[src/rtl/board_ctl.sv]
`default_nettype none
// ============================================================================
// Module   : board_ctl
// Brief    : Tic-tac-toe game control: hover decode, click-driven moves,
//            win/draw detection. Define BOARD_CTL_SYNC_EN to synchronise
//            mouse_left through two flops before edge detection.
// Revision : 1.0 - initial release
// ============================================================================
module board_ctl #(
    parameter int H_EDGE1 = 341,
    parameter int H_EDGE2 = 685,
    parameter int V_EDGE1 = 256,
    parameter int V_EDGE2 = 515,
    parameter int H_MAX   = 1023,
    parameter int V_MAX   = 767
) (
    input  logic        pclk,
    input  logic        rst_n,
    input  logic [11:0] mouse_xpos,
    input  logic [11:0] mouse_ypos,
    input  logic        mouse_left,
    input  logic        start_en,
    output logic [8:0]  square_hl,
    output logic [8:0]  cell_x,
    output logic [8:0]  cell_o,
    output logic        turn_o,
    output logic        game_over,
    output logic [1:0]  winner
);

    localparam logic [11:0] c_h_edge1 = 12'(H_EDGE1);
    localparam logic [11:0] c_h_edge2 = 12'(H_EDGE2);
    localparam logic [11:0] c_v_edge1 = 12'(V_EDGE1);
    localparam logic [11:0] c_v_edge2 = 12'(V_EDGE2);
    localparam logic [11:0] c_h_max   = 12'(H_MAX);
    localparam logic [11:0] c_v_max   = 12'(V_MAX);

    typedef enum logic [1:0] {
        S_IDLE  = 2'd0,
        S_PLAY  = 2'd1,
        S_CHECK = 2'd2,
        S_OVER  = 2'd3
    } state_t;

    state_t     r_state, w_state_nxt;
    logic [8:0] r_cell_x, r_cell_o, w_cell_x_nxt, w_cell_o_nxt;
    logic [8:0] r_square_hl, w_square_hl_nxt;
    logic       r_turn, w_turn_nxt, r_over, w_over_nxt;
    logic [1:0] r_winner, w_winner_nxt;
    logic [1:0] w_col, w_row;
    logic       w_col_ok, w_row_ok, w_valid;
    logic [3:0] w_idx;
    logic [8:0] w_onehot, w_mover;
    logic       w_btn, r_btn_prev, w_click, w_cell_free;

    function automatic logic f_has_line(input logic [8:0] b);
        return (b[0] & b[1] & b[2]) | (b[3] & b[4] & b[5]) | (b[6] & b[7] & b[8]) |
               (b[0] & b[3] & b[6]) | (b[1] & b[4] & b[7]) | (b[2] & b[5] & b[8]) |
               (b[0] & b[4] & b[8]) | (b[2] & b[4] & b[6]);
    endfunction

    // Column/row default to 0 when out of range so idx never exceeds 8.
    always_comb begin
        w_col    = 2'd0;
        w_col_ok = 1'b1;
        if (mouse_xpos < c_h_edge1)       w_col = 2'd0;
        else if (mouse_xpos < c_h_edge2)  w_col = 2'd1;
        else if (mouse_xpos <= c_h_max)   w_col = 2'd2;
        else                              w_col_ok = 1'b0;

        w_row    = 2'd0;
        w_row_ok = 1'b1;
        if (mouse_ypos < c_v_edge1)       w_row = 2'd0;
        else if (mouse_ypos < c_v_edge2)  w_row = 2'd1;
        else if (mouse_ypos <= c_v_max)   w_row = 2'd2;
        else                              w_row_ok = 1'b0;
    end

    assign w_valid     = w_col_ok & w_row_ok;
    assign w_idx       = 4'(w_row) * 4'd3 + 4'(w_col);
    assign w_onehot    = w_valid ? (9'd1 << w_idx) : 9'd0;
    assign w_cell_free = w_valid && ((w_onehot & (r_cell_x | r_cell_o)) == 9'd0);

`ifdef BOARD_CTL_SYNC_EN
    logic r_sync1, r_sync2;
    always_ff @(posedge pclk or negedge rst_n) begin
        if (!rst_n) begin
            r_sync1 <= 1'b0;
            r_sync2 <= 1'b0;
        end else begin
            r_sync1 <= mouse_left;
            r_sync2 <= r_sync1;
        end
    end
    assign w_btn = r_sync2;
`else
    assign w_btn = mouse_left;
`endif

    assign w_click = w_btn & ~r_btn_prev;
    assign w_mover = r_turn ? r_cell_o : r_cell_x;

    always_comb begin
        w_state_nxt     = r_state;
        w_cell_x_nxt    = r_cell_x;
        w_cell_o_nxt    = r_cell_o;
        w_turn_nxt      = r_turn;
        w_over_nxt      = r_over;
        w_winner_nxt    = r_winner;
        w_square_hl_nxt = (r_state == S_PLAY) ? w_onehot : 9'd0;
        if (!start_en) begin
            w_state_nxt  = S_IDLE;
            w_cell_x_nxt = 9'd0;
            w_cell_o_nxt = 9'd0;
            w_turn_nxt   = 1'b0;
            w_over_nxt   = 1'b0;
            w_winner_nxt = 2'b00;
        end else begin
            case (r_state)
                S_IDLE: w_state_nxt = S_PLAY;
                S_PLAY: begin
                    if (w_click && w_cell_free) begin
                        if (r_turn) w_cell_o_nxt = r_cell_o | w_onehot;
                        else        w_cell_x_nxt = r_cell_x | w_onehot;
                        w_state_nxt = S_CHECK;
                    end
                end
                S_CHECK: begin
                    if (f_has_line(w_mover)) begin
                        w_state_nxt  = S_OVER;
                        w_over_nxt   = 1'b1;
                        w_winner_nxt = r_turn ? 2'b10 : 2'b01;
                    end else if (&(r_cell_x | r_cell_o)) begin
                        w_state_nxt  = S_OVER;
                        w_over_nxt   = 1'b1;
                        w_winner_nxt = 2'b11;
                    end else begin
                        w_state_nxt = S_PLAY;
                        w_turn_nxt  = ~r_turn;
                    end
                end
                default: w_state_nxt = S_OVER;
            endcase
        end
    end

    always_ff @(posedge pclk or negedge rst_n) begin
        if (!rst_n) begin
            r_state     <= S_IDLE;
            r_cell_x    <= 9'd0;
            r_cell_o    <= 9'd0;
            r_turn      <= 1'b0;
            r_over      <= 1'b0;
            r_winner    <= 2'b00;
            r_square_hl <= 9'd0;
            r_btn_prev  <= 1'b0;
        end else begin
            r_state     <= w_state_nxt;
            r_cell_x    <= w_cell_x_nxt;
            r_cell_o    <= w_cell_o_nxt;
            r_turn      <= w_turn_nxt;
            r_over      <= w_over_nxt;
            r_winner    <= w_winner_nxt;
            r_square_hl <= w_square_hl_nxt;
            r_btn_prev  <= w_btn;
        end
    end

    assign square_hl = r_square_hl;
    assign cell_x    = r_cell_x;
    assign cell_o    = r_cell_o;
    assign turn_o    = r_turn;
    assign game_over = r_over;
    assign winner    = r_winner;

endmodule
`default_nettype wire

[config.mk]
export PLATFORM = sky130hd
export DESIGN_NAME = board_ctl
export DESIGN_NICKNAME = d
export VERILOG_FILES = /design/src/rtl/board_ctl.sv
export SDC_FILE = /design/constraint.sdc
export NUM_CORES = 1
export LEC_CHECK = 0
export BUFFER_PORTS_ARGS = -buffer_cell sky130_fd_sc_hd__buf_4
export CAP_MARGIN = 15
export CORE_MARGIN = 10
export CORE_UTILIZATION = 55
export DETAILED_ROUTE_END_ITERATION = 8
export GPL_TIMING_DRIVEN = 1
export PLACE_DENSITY = 0.85
export SLEW_MARGIN = 15
export SYNTH_ARGS = -nofsm -noshare
export SYNTH_HDL_FRONTEND = slang
export SYNTH_SLANG_ARGS = --single-unit
[constraint.sdc]
create_clock -name pclk -period 4 [get_ports pclk]
set_input_delay 0.8 -clock pclk [delete_from_list [all_inputs] [get_ports pclk]]
set_output_delay 0.8 -clock pclk [all_outputs]
set_load 0.05 [all_outputs]
==> results of run 1 <==
## sequential cells by signal, summed over array words and instances (netlist names)
register / cells
cell_o: 9
cell_x: 9
square_hl: 9
r_state: 2
winner: 2
game_over: 1
r_btn_prev: 1
turn_o: 1
## critical path, stage by stage
cell and delay [ns]:
buf_6 0.09, or4_4 0.53, a2111oi_4 0.22, nand2_1 0.12, o21ai_2 0.08, nand2_1 0.09
fa_1 0.53, inv_1 0.06, ha_2 0.18, fa_2 0.48, buf_6 0.17, nor3_4 0.19
nor4_2 0.07, o21bai_1 0.15, buf_4 0.16, nand4_4 0.15, o31ai_1 0.29
## cell type report
| class | count | share of cell area (%) |
|---|---|---|
| Inverter | 11 | 1.46 |
| Tap cell | 46 | 2.04 |
| Timing Repair Buffer | 86 | 23.4 |
| Clock inverter | 2 | 0.443 |
| Sequential cell | 34 | 30.1 |
| Clock buffer | 6 | 1.81 |
| Multi-Input combinational cell | 155 | 40.8 |
## report_power, final
group / switching (mW) / leakage [nW] / internal (mW) / total [mW]
logic: 0.0557 / 0.775 / 0.0462 / 0.102
clock network: 0.123 / 0.0343 / 0.0844 / 0.207
registers: 0.00190 / 0.471 / 0.345 / 0.347
## worst max-delay path by stage
stage / startpoint / endpoint / cells after the start
after detailed placement: mouse_ypos[3] / cell_x[1] / 15
final: mouse_ypos[3] / cell_x[1] / 17
after floorplan: mouse_ypos[3] / cell_o[5] / 14
after CTS: mouse_ypos[3] / cell_o[6] / 14
after global routing: mouse_ypos[3] / cell_x[1] / 19
after global placement: mouse_ypos[3] / cell_x[2] / 14
## cell usage in the layout (no fill, tap or decap), drive strengths merged, types with 7 or more instances in the layout
cell type   n
buf        86
nor2       22
inv        11
nand3       9
nor4        7
nand2      23
dfrtp      34
o21ai      11
## metrics by stage
step / instance area (um^2) / std cells
6_report: 2830 / 340
5_1_grt: 2830 / 340
4_1_cts: 2750 / 339
3_5_place_dp: 2580 / 324
3_3_place_gp: 2580 / 324
2_1_floorplan: 1970 / 207
## kinds of logic after synthesis
group / count (synthesis) / share of synthesized area [%]
flops: 34 / 44.0
buf+inv: 18 / 3.63
xor+xnor: 2 / 0.907
compound gates: 58 / 22.8
fa+ha+maj: 4 / 3.37
simple gates: 91 / 25.3
## routing by layer
metal	vias to the layer above	global-route usage (%)
li1	938	-
met1	1009	24.0
met2	116	35.2
met3	17	5.29
met4	0	7.53
met5	-	0
## what timing repair did
item,in CTS,in global routing
pin swaps,12,14
gates resized for setup,14,16
buffers inserted,7,1
setup endpoints to repair,20,28
==> results.txt, run 1 <==
----------------------------------------------------
[Routing]
  DR vias/cell ... 6.12
  WL met1 ... 2480 um
  WL/cell ... 19.7 um
  Drt initial violations ... 281
  Routed via count ... 2080
  Total wirelength of the detailed-routed design ... 6700 um
  WL met3 ... 589 um
  Count of nets left with antenna violations after detail routing ... 0
  DRC Markers ... 0
  First-pass iteration count of the detailed router ... 4
  Met2 Routed Length ... 3490 um
  Top layer used by detailed routing ... met4

[STA]
  Slew of the pin with the lowest slew margin ... 0.519 ns
  Final clock period utilization by the worst path ... 103%
  Final count of negative-setup-slack endpoints ... 17
  Final clock skew ... 0.0215 ns
  Setup repair after global routing missed its margin ... yes
  Setup slack after layout ... -0.119 ns
  Number of slew-limit violations in the final report ... 0
  Count of endpoints failing hold in the final timing report ... 0
  Relative max-transition margin ... 65.2%
  Worst hold slack ... 0.350 ns
  Total Neg Setup Slack ... -1.10 ns
  Achievable frequency ... 243 MHz
  Minimum clock period ... 4.12 ns

[Clock network]
  Clock sink count ... 34
  H-tree levels ... 2
  Quantity of hold-fixing buffers added after cts ... 0
  TritonCTS clock tree ... built
  Clock transition at the register clock pins on the worst setup and hold paths after CTS ... 0.12 ns
  Num CTS Buffers ... 5
  Clock Root Buffer ... clkbuf_4
  Maximum buffer depth of the clock tree ... 2
  Worst-Skew Late Latency ... 0.37 ns

[Global route]
  First-pass GRT wire length ... 10300 um
  Number of global-route vias before repair ... 2087
  Number of antenna violations at the first check in global routing ... 0
  Maximum number of pins on one net before global-route repair ... 35
  Remaining global-route overflow ... 0
  Total global-route track usage ... 20.5%

[Layout]
  Final Util ... 84.0%
  Sequential cell area ... 851 um^2
  Antenna cells ... 0
  Total number of nets in the final design ... 325
  Fraction of final layout cells with drive strength greater than 1 ... 43.2%
  Total area of multi-input combinational cells ... 0.00115 mm^2
  Signed area change from the synthesized netlist to the final layout ... 46.3%
  Number of inserted filler cells in the final layout ... 204

[Synthesis]
  Post-synthesis cell type count ... 50
  YS warnings ... 0
  Synthesized area ... 0.00193 mm^2
  Avg Cell Area, Syn ... 9.33 um^2
  Commonest cells post-synth ... dfrtp_1 (34), nand2_1 (23), nor2_1 (22)
  Synthesized netlist net count ... 239
  Number of enable-type register cells in the synthesized netlist ... 0
  Gate count of the mapped netlist ... 207
  Cell type with the largest total area after synthesis ... dfrtp_1
  Most numerous cell in the Yosys netlist ... dfrtp_1
  Biggest area contributors in the synthesized netlist ... dfrtp_1 (44%), nand2_1 (4.5%), nor2_1 (4.3%)
  Synth async-reset ratio ... 100%
  Register bit count reported by yosys ... 34
  Dominant synthesized flop cell ... dfrtp_1
  Share of the yosys chip area belonging to registers ... 44.0%
  Proportion of netlist area held by the largest area contributor ... 44.0%

[Floorplanning]
  Die footprint ... 0.00628 mm^2
  Number of cell rows ... 21
  Die Span X ... 79.3 um
  Initial core utilization ... 57.4%
  Placeable core region ... 0.00336 mm^2
  I/O pin total ... 59
  Die extent in y ... 79.3 um

[Setup path]
  Data arrival at the endpoint of the critical path ... 4.37 ns
  Critical path peak fanout ... 6
  Beginning of the worst register-to-register path ... turn_o
  Required time reported for the critical path endpoint ... 4.25 ns
  Critical Setup Path Class ... in2reg
  Endpoint kind of the worst setup timing path ... flop
  CP startpoint kind ... input pin
  Reg-to-reg setup timing slack ... 1.94 ns
  Path depth of the worst reg2reg path ... 5
  R2r endpoint ... turn_o

[Place]
  Half-perimeter wire length of the detailed placement result ... 4680 um
  Worst slack, placed ... -0.580 ns
  # port buffers ... 58
  Placer's final routability congestion estimate ... 0.879

[Worst hold path]
  Worst min-delay path class ... in2async

[Power and ir drop]
  Power density over the cells ... 232 mW/mm^2
  Pleak ... 1.28 nW
  Worst-case vdd ir drop ... 245 uV
  Sum of internal, switching and leakage power ... 656 uW

[Run]
  Maximum Capacitance Violations ... 0

[Outcome]
  Failing checks ... setup timing
  Outcome ... finished with violations

----------------------------------------------------
(Power assumes the default switching activity.)
==> inputs of run 2 (changes only) <==
--- a/config.mk
+++ b/config.mk
@@ -5,10 +5,11 @@
 export SDC_FILE = /design/constraint.sdc
 export NUM_CORES = 1
 export LEC_CHECK = 0
+export ABC_AREA = 1
 export BUFFER_PORTS_ARGS = -buffer_cell sky130_fd_sc_hd__buf_4
 export CAP_MARGIN = 15
 export CORE_MARGIN = 10
-export CORE_UTILIZATION = 55
+export CORE_UTILIZATION = 57
 export DETAILED_ROUTE_END_ITERATION = 8
 export GPL_TIMING_DRIVEN = 1
 export PLACE_DENSITY = 0.85
==> run 2 against run 1 <==
Compared with the run above:
- the run now ends clean
- final area rose by 12%
- flip-flop and latch count unchanged
- largest cell class unchanged
- non-clock buffer count is 11 lower
- utilization decreased by 4.0 points
- synthesized area is 19% higher
- total power rose by 30%
- count of clock-buffer cells in the layout grew 1
==> results.txt, run 2 <==
----------------------------------------------------
[STA]
  Worst hold slack ... 0.431 ns
  Total Neg Setup Slack ... 0 ns
  Final clock skew ... 0.0114 ns
  Achievable frequency ... 252 MHz
  Final count of negative-setup-slack endpoints ... 0
  Count of endpoints failing hold in the final timing report ... 0
  Setup repair after global routing missed its margin ... yes
  Minimum clock period ... 3.97 ns
  Final clock period utilization by the worst path ... 99.2%
  Slew of the pin with the lowest slew margin ... 0.691 ns
  Number of slew-limit violations in the final report ... 0
  Relative max-transition margin ... 53.8%

[Synthesis]
  Biggest area contributors in the synthesized netlist ... dfrtp_1 (37%), nand2_1 (17%), inv_1 (8.2%)
  Cell type with the largest total area after synthesis ... dfrtp_1
  Dominant synthesized flop cell ... dfrtp_1
  Share of the yosys chip area belonging to registers ... 37.0%
  Post-synthesis cell type count ... 31
  Gate count of the mapped netlist ... 330
  Register bit count reported by yosys ... 34
  Avg Cell Area, Syn ... 6.98 um^2
  Number of enable-type register cells in the synthesized netlist ... 0
  Synth async-reset ratio ... 100%
  Proportion of netlist area held by the largest area contributor ... 37.0%
  Most numerous cell in the Yosys netlist ... nand2_1
  Synthesized netlist net count ... 362
  Synthesized area ... 0.00230 mm^2
  Commonest cells post-synth ... nand2_1 (103), inv_1 (50), dfrtp_1 (34)
  YS warnings ... 0

[Place]
  Number of cells in the design after placement ... 440
  Placer's final routability congestion estimate ... 0.925
  # port buffers ... 58
  Half-perimeter wire length of the detailed placement result ... 5140 um

[Layout]
  Most common library cell in the layout ignoring fill and taps ... nand2_1
  Fraction of final layout cells with drive strength greater than 1 ... 30.7%
  Antenna cells ... 0
  Signed area change from the synthesized netlist to the final layout ... 37.1%
  Most used cells in the layout excluding fill and tap cells ... nand2_1 (95), buf_4 (72), inv_1 (45)
  Final Util ... 80.1%
  Total number of nets in the final design ... 438
  Post-layout instance count excluding filler cells ... 457
  Number of inserted filler cells in the final layout ... 253

[Setup path]
  Last element of the critical path ... cell_o[5]
  Max stage delay on crit path ... 0.60 ns
  Start point of the critical path ... mouse_xpos[11]
  Endpoint kind of the worst setup timing path ... flop
  Most prevalent standard cell on the critical path ... inv_2
  Critical path peak fanout ... 6
  Cell type of the slowest stage on the worst timing path ... fa_1
  Data arrival at the endpoint of the critical path ... 4.14 ns
  Required time reported for the critical path endpoint ... 4.17 ns
  R2r endpoint ... winner[0]
  CP startpoint kind ... input pin
  Critical Setup Path Class ... in2reg
  Reg-to-reg setup timing slack ... 1.79 ns
  Path depth of the worst reg2reg path ... 10
  Crit path cell chain ... buf_6, nor2_4, inv_2, nor3b_2, nand4_1, o22ai_2, nand2_1, fa_1, inv_2, ha_4, fa_1, inv_2, nor2_4, inv_2, nor2_2, nand3_1, nand2_2, nor2_4, nand3_4, buf_12, nand2_8, nand4_1, nand2_1
  Beginning of the worst register-to-register path ... turn_o

[Clock network]
  Maximum buffer depth of the clock tree ... 2
  Num CTS Buffers ... 5
  Worst-Skew Late Latency ... 0.30 ns
  H-tree levels ... 2
  Clock Root Buffer ... clkbuf_8
  Clock sink count ... 34
  TritonCTS clock tree ... built
  Clock transition at the register clock pins on the worst setup and hold paths after CTS ... 0.08 ns

[Global route]
  Number of global-route vias before repair ... 2446
  Total global-route track usage ... 18.9%
  Maximum number of pins on one net before global-route repair ... 35
  First-pass GRT wire length ... 11200 um
  Number of antenna violations at the first check in global routing ... 0
  Remaining global-route overflow ... 0

[Routing]
  WL/cell ... 17.0 um
  Drt initial violations ... 363
  Routed via count ... 2636
  DRC Markers ... 0
  DR vias/cell ... 5.77
  First-pass iteration count of the detailed router ... 5
  Count of nets left with antenna violations after detail routing ... 0
  Total wirelength of the detailed-routed design ... 7780 um

[Floorplanning]
  Placeable core region ... 0.00394 mm^2
  Die extent in y ... 83.6 um
  I/O pin total ... 59
  Number of cell rows ... 23
  Die footprint ... 0.00698 mm^2
  Die Span X ... 83.6 um
  Initial core utilization ... 58.4%

[Power and ir drop]
  Power density over the cells ... 270 mW/mm^2
  Worst-case vdd ir drop ... 198 uV
  Pleak ... 1.63 nW

[Outcome]
  Outcome ... finished clean

[Worst hold path]
  Worst min-delay path class ... in2async

[Run]
  Maximum Capacitance Violations ... 0

----------------------------------------------------
## run 2: cell types whose count changed in the layout (fill, tap and decap cells not counted), sizes merged, moves of 11 or more
cell and change:
inv +40, a21oi +16, nand2 +84, nor2 +17, nand4 +13, buf -11
nand3 +14
## run 2: logic make-up (layout without fill, tap and decap cells)
group	Yosys count	in the layout	synth area share, %
buf+inv	60	134	11.2
fa+ha+maj	4	4	2.83
flops	34	34	37.0
compound gates	39	39	8.80
simple gates	193	196	40.2
## run 2: what timing repair did
| item | 4_1_cts | 5_1_grt |
|---|---|---|
| setup endpoints to repair | 0 | 20 |
| hold endpoints to repair | 0 | 0 |
| gates resized for setup | 0 | 36 |
| hold buffers | 0 | 0 |
| setup buffers | 0 | 6 |
## run 2: worst min-delay path by stage
stage	from	end	slack, ns	cells past startpoint
floorplan	rst_n	cell_o[0]	0.50	0
finish	rst_n	square_hl[6]	0.43	1
detailed placement	cell_x[6]	cell_x[6]	0.49	2
global route	rst_n	cell_x[4]	0.47	1
CTS	rst_n	square_hl[6]	0.45	1
global placement	cell_x[6]	cell_x[6]	0.49	2
## run 2: power by group
group / internal [mW] / switching (mW)
registers: 0.350 / 0.00850
clock network: 0.186 / 0.131
logic: 0.0642 / 0.114
total: 0.601 / 0.253
## run 2: final cells by class
class | instances | area (um^2) | share of cell area, %
Inverter | 51 | 191 | 6.06
Multi-Input combinational cell | 239 | 1360 | 43.2
Timing Repair Buffer | 75 | 583 | 18.5
Clock inverter | 1 | 30.0 | 0.951
Sequential cell | 34 | 851 | 27.0
Tap cell | 50 | 62.6 | 1.98
Clock buffer | 7 | 76.3 | 2.42
## run 2: critical path: cells and delay by family
| kind | cells | cell delay (ns) |
|---|---|---|
| AOI/OAI and AO/OA | 1 | 0.15 |
| and+or+nand+nor | 13 | 1.39 |
| adders and majority gates | 3 | 1.30 |
| buffers and inverters | 6 | 0.50 |
## run 2: per-stage QoR
| stage | cell area, um^2 | power, mW | setup WS (ns) |
|---|---|---|---|
| 2_1_floorplan | 2300 | 0.449 | 0.0315 |
| 5_1_grt | 3160 | 0.883 | -0.141 |
| 3_5_place_dp | 2820 | 0.510 | -0.281 |
| 6_report | 3160 | 0.854 | 0.0336 |
| 3_3_place_gp | 2820 | 0.505 | -0.0959 |
| 4_1_cts | 2920 | 0.821 | 0.0533 |
## run 2: metal layers
layer	vias to the layer above	part of all wire (%)	GRT usage, %
met4	0	3.8	7.76
met5	-	0	0
met3	40	12	5.86
li1	1209	-	-
met2	195	49	31.7
met1	1192	35	21.7
==> inputs of run 3 (changes only) <==
--- a/config.mk
+++ b/config.mk
@@ -13,6 +13,7 @@
 export DETAILED_ROUTE_END_ITERATION = 8
 export GPL_TIMING_DRIVEN = 1
 export PLACE_DENSITY = 0.85
+export REMOVE_ABC_BUFFERS = 1
 export SLEW_MARGIN = 15
 export SYNTH_ARGS = -nofsm -noshare
 export SYNTH_HDL_FRONTEND = slang
==> run 3 against run 2 <==
Compared with the run above:
- non-clock buffer count is 1 higher
- cell count is the same
- clock skew fell by 0.0013 ns
- total power is 6.7% lower
- combinational power is 6% lower
- largest cell class unchanged
- hold slack gained 0.012 ns
- first-iteration DRC count is 18% lower
- final area decreased by 2.5%
- register-to-register slack improved by 0.16 ns
- utilization is 2.0 points lower
- critical path depth shrank 1
- sequential share of layout area increased by 0.68 points
==> results.txt, run 3 (same netlist as run 2, synthesis figures left out) <==
----------------------------------------------------
[Layout]
  Total area of multi-input combinational cells ... 0.00130 mm^2
  Most common library cell in the layout ignoring fill and taps ... nand2_1
  Post-layout instance count excluding filler cells ... 457
  Signed area change from the synthesized netlist to the final layout ... 33.7%
  Total number of nets in the final design ... 438
  Number of inserted filler cells in the final layout ... 276
  Fraction of final layout cells with drive strength greater than 1 ... 29.7%
  Most used cells in the layout excluding fill and tap cells ... nand2_1 (100), buf_4 (73), inv_1 (46)
  Sequential cell area ... 851 um^2
  Antenna cells ... 0

[STA]
  Number of slew-limit violations in the final report ... 0
  Slew of the pin with the lowest slew margin ... 0.646 ns
  Final clock period utilization by the worst path ... 98.0%
  Count of endpoints failing hold in the final timing report ... 0
  Minimum clock period ... 3.92 ns
  Final count of negative-setup-slack endpoints ... 0
  Final clock skew ... 0.0101 ns
  Relative max-transition margin ... 56.9%
  Achievable frequency ... 255 MHz

[Power and ir drop]
  Worst-case vdd ir drop ... 204 uV
  Power density over the cells ... 259 mW/mm^2
  Power Internal ... 550 uW
  Power share of the combinational group ... 21.0%
  Clock network fraction of design power ... 34.1%
  Sum of internal, switching and leakage power ... 797 uW
  Share of total power consumed by net switching ... 30.9%
  Switching power ... 247 uW
  Pleak ... 1.61 nW
  Share of total power in sequential cells ... 44.9%

[Setup path]
  Critical path peak fanout ... 5
  Crit path cell chain ... buf_4, nor2_4, inv_2, nor3b_2, nand4_1, o22ai_2, nand2_1, fa_1, inv_2, ha_4, fa_1, inv_2, nor2_4, buf_6, nand4_1, nand2_1, nor2_2, nand3_4, buf_6, nor2_4, nand3_2, nand2_1
  Endpoint kind of the worst setup timing path ... flop
  Data arrival at the endpoint of the critical path ... 4.15 ns
  CP startpoint kind ... input pin
  Required time reported for the critical path endpoint ... 4.23 ns
  CP bufs+invs ... 6
  Family with the most delay on the worst path ... simple AND/OR/NAND/NOR gates
  Critical Setup Path Class ... in2reg
  Cell type of the slowest stage on the worst timing path ... fa_1
  Max stage delay on crit path ... 0.58 ns

[Global route]
  Number of antenna violations at the first check in global routing ... 0
  Number of global-route vias before repair ... 2405
  Total global-route track usage ... 19.2%
  Remaining global-route overflow ... 0
  Maximum number of pins on one net before global-route repair ... 35
  First-pass GRT wire length ... 11400 um

[Routing]
  Drt initial violations ... 297
  Routed via count ... 2626
  Count of nets left with antenna violations after detail routing ... 0
  First-pass iteration count of the detailed router ... 6
  WL/cell ... 15.8 um
  Total wirelength of the detailed-routed design ... 7240 um
  DR vias/cell ... 5.75
  DRC Markers ... 0

[Place]
  # port buffers ... 58
  Number of cells in the design after placement ... 442
  Half-perimeter wire length of the detailed placement result ... 5160 um
  Placer's final routability congestion estimate ... 0.955

[Floorplanning]
  Number of cell rows ... 23
  Die Span X ... 83.6 um
  Placeable core region ... 0.00394 mm^2
  Die footprint ... 0.00698 mm^2
  Die extent in y ... 83.6 um
  Initial core utilization ... 58.4%
  I/O pin total ... 59

[Clock network]
  Num CTS Buffers ... 5
  Maximum buffer depth of the clock tree ... 2
  Worst-Skew Late Latency ... 0.29 ns
  Clock Root Buffer ... clkbuf_8
  Quantity of hold-fixing buffers added after cts ... 0
  TritonCTS clock tree ... built
  Clock transition at the register clock pins on the worst setup and hold paths after CTS ... 0.08 ns
  H-tree levels ... 2
  Clock sink count ... 34

[Outcome]
  Outcome ... finished clean

[Worst hold path]
  Worst min-delay path class ... in2async

[Run]
  Maximum Capacitance Violations ... 0

----------------------------------------------------
-- run 3: cell count changes in the layout (fill, tap and decap cells not counted), moves of 2 or more --
cell | previous run | this run
clkbuf_1 | 2 | 0
nand2_1 | 95 | 100
nand2_2 | 10 | 5
nor2_1 | 27 | 29
nand3_4 | 6 | 4
nor2_4 | 9 | 7
nand3_1 | 16 | 14
nand3_2 | 1 | 4
-- run 3: cell type report --
class / instances / share of cell area, %
clock buffers: 6 / 2.68
repair buffers: 76 / 18.9
flip-flops and latches: 34 / 27.6
clock inverters: 2 / 0.406
multi-input cells: 238 / 42.1
well taps: 50 / 2.03
inverters: 51 / 6.22
-- run 3: per-stage QoR --
step / worst slack (ns) / util [%] / hold slack (ns) / area [um^2] / TNS (ns)
final: 0.0785 / 78.1 / 0.444 / 3080 / 0
after global routing: -0.0544 / 78.1 / 0.476 / 3080 / -0.247
after CTS: 0.0309 / 74.2 / 0.460 / 2930 / 0
after detailed placement: -0.231 / 71.8 / 0.500 / 2830 / -3.85
after global placement: -0.103 / 71.8 / 0.484 / 2830 / -1.53
after floorplan: 0.0691 / - / 0.504 / 2240 / 0
-- run 3: final timing paths --
path                                start  slack [ns]          to  cells past startpoint
setup / recovery           mouse_xpos[10]        0.08   cell_x[1]                     22
max in group asynchronous           rst_n        3.25  r_state[1]                      1
min in group pclk               game_over        0.52   game_over                      2
setup reg to reg                   turn_o        1.95  r_state[1]                     11
hold reg to reg                 game_over        0.52   game_over                      2
hold / removal                      rst_n        0.44   winner[1]                      1
-- run 3: layer usage --
layer / up-vias / part of all wire [%] / routed length (um) / track usage [%]
li1: 1204 / - / - / -
met1: 1187 / 40 / 2880 / 23.0
met2: 190 / 46 / 3310 / 30.1
met3: 45 / 10 / 724 / 5.76
met4: 0 / 4.5 / 328 / 10.0
met5: - / 0 / 0 / 0
-- run 3: what timing repair did --
action / in CTS / in global routing
setup buffers: 0 / 5
resized for setup: 0 / 25
endpoints found under the setup margin: 0 / 20
-- run 3: power by group through the flow --
stage	sequential, mW	combinational [mW]	clock (mW)
3_3_place_gp	0.364	0.143	0
6_report	0.358	0.167	0.272
3_5_place_dp	0.364	0.146	0
2_1_floorplan	0.380	0.0622	0
4_1_cts	0.357	0.147	0.274
5_1_grt	0.359	0.179	0.289
-- run 3: worst reg2reg max path, stage by stage, from the launching register on --
cell     delay, ns
dfrtp_1       0.76
o21ai_0       0.34
nand2_1       0.15
nand2_1       0.06
nand2_1       0.06
nand2_1       0.07
nor2_1        0.19
nand2_2       0.10
nand2_1       0.08
nand2_1       0.05
nand2_1       0.05
nor2_1        0.04
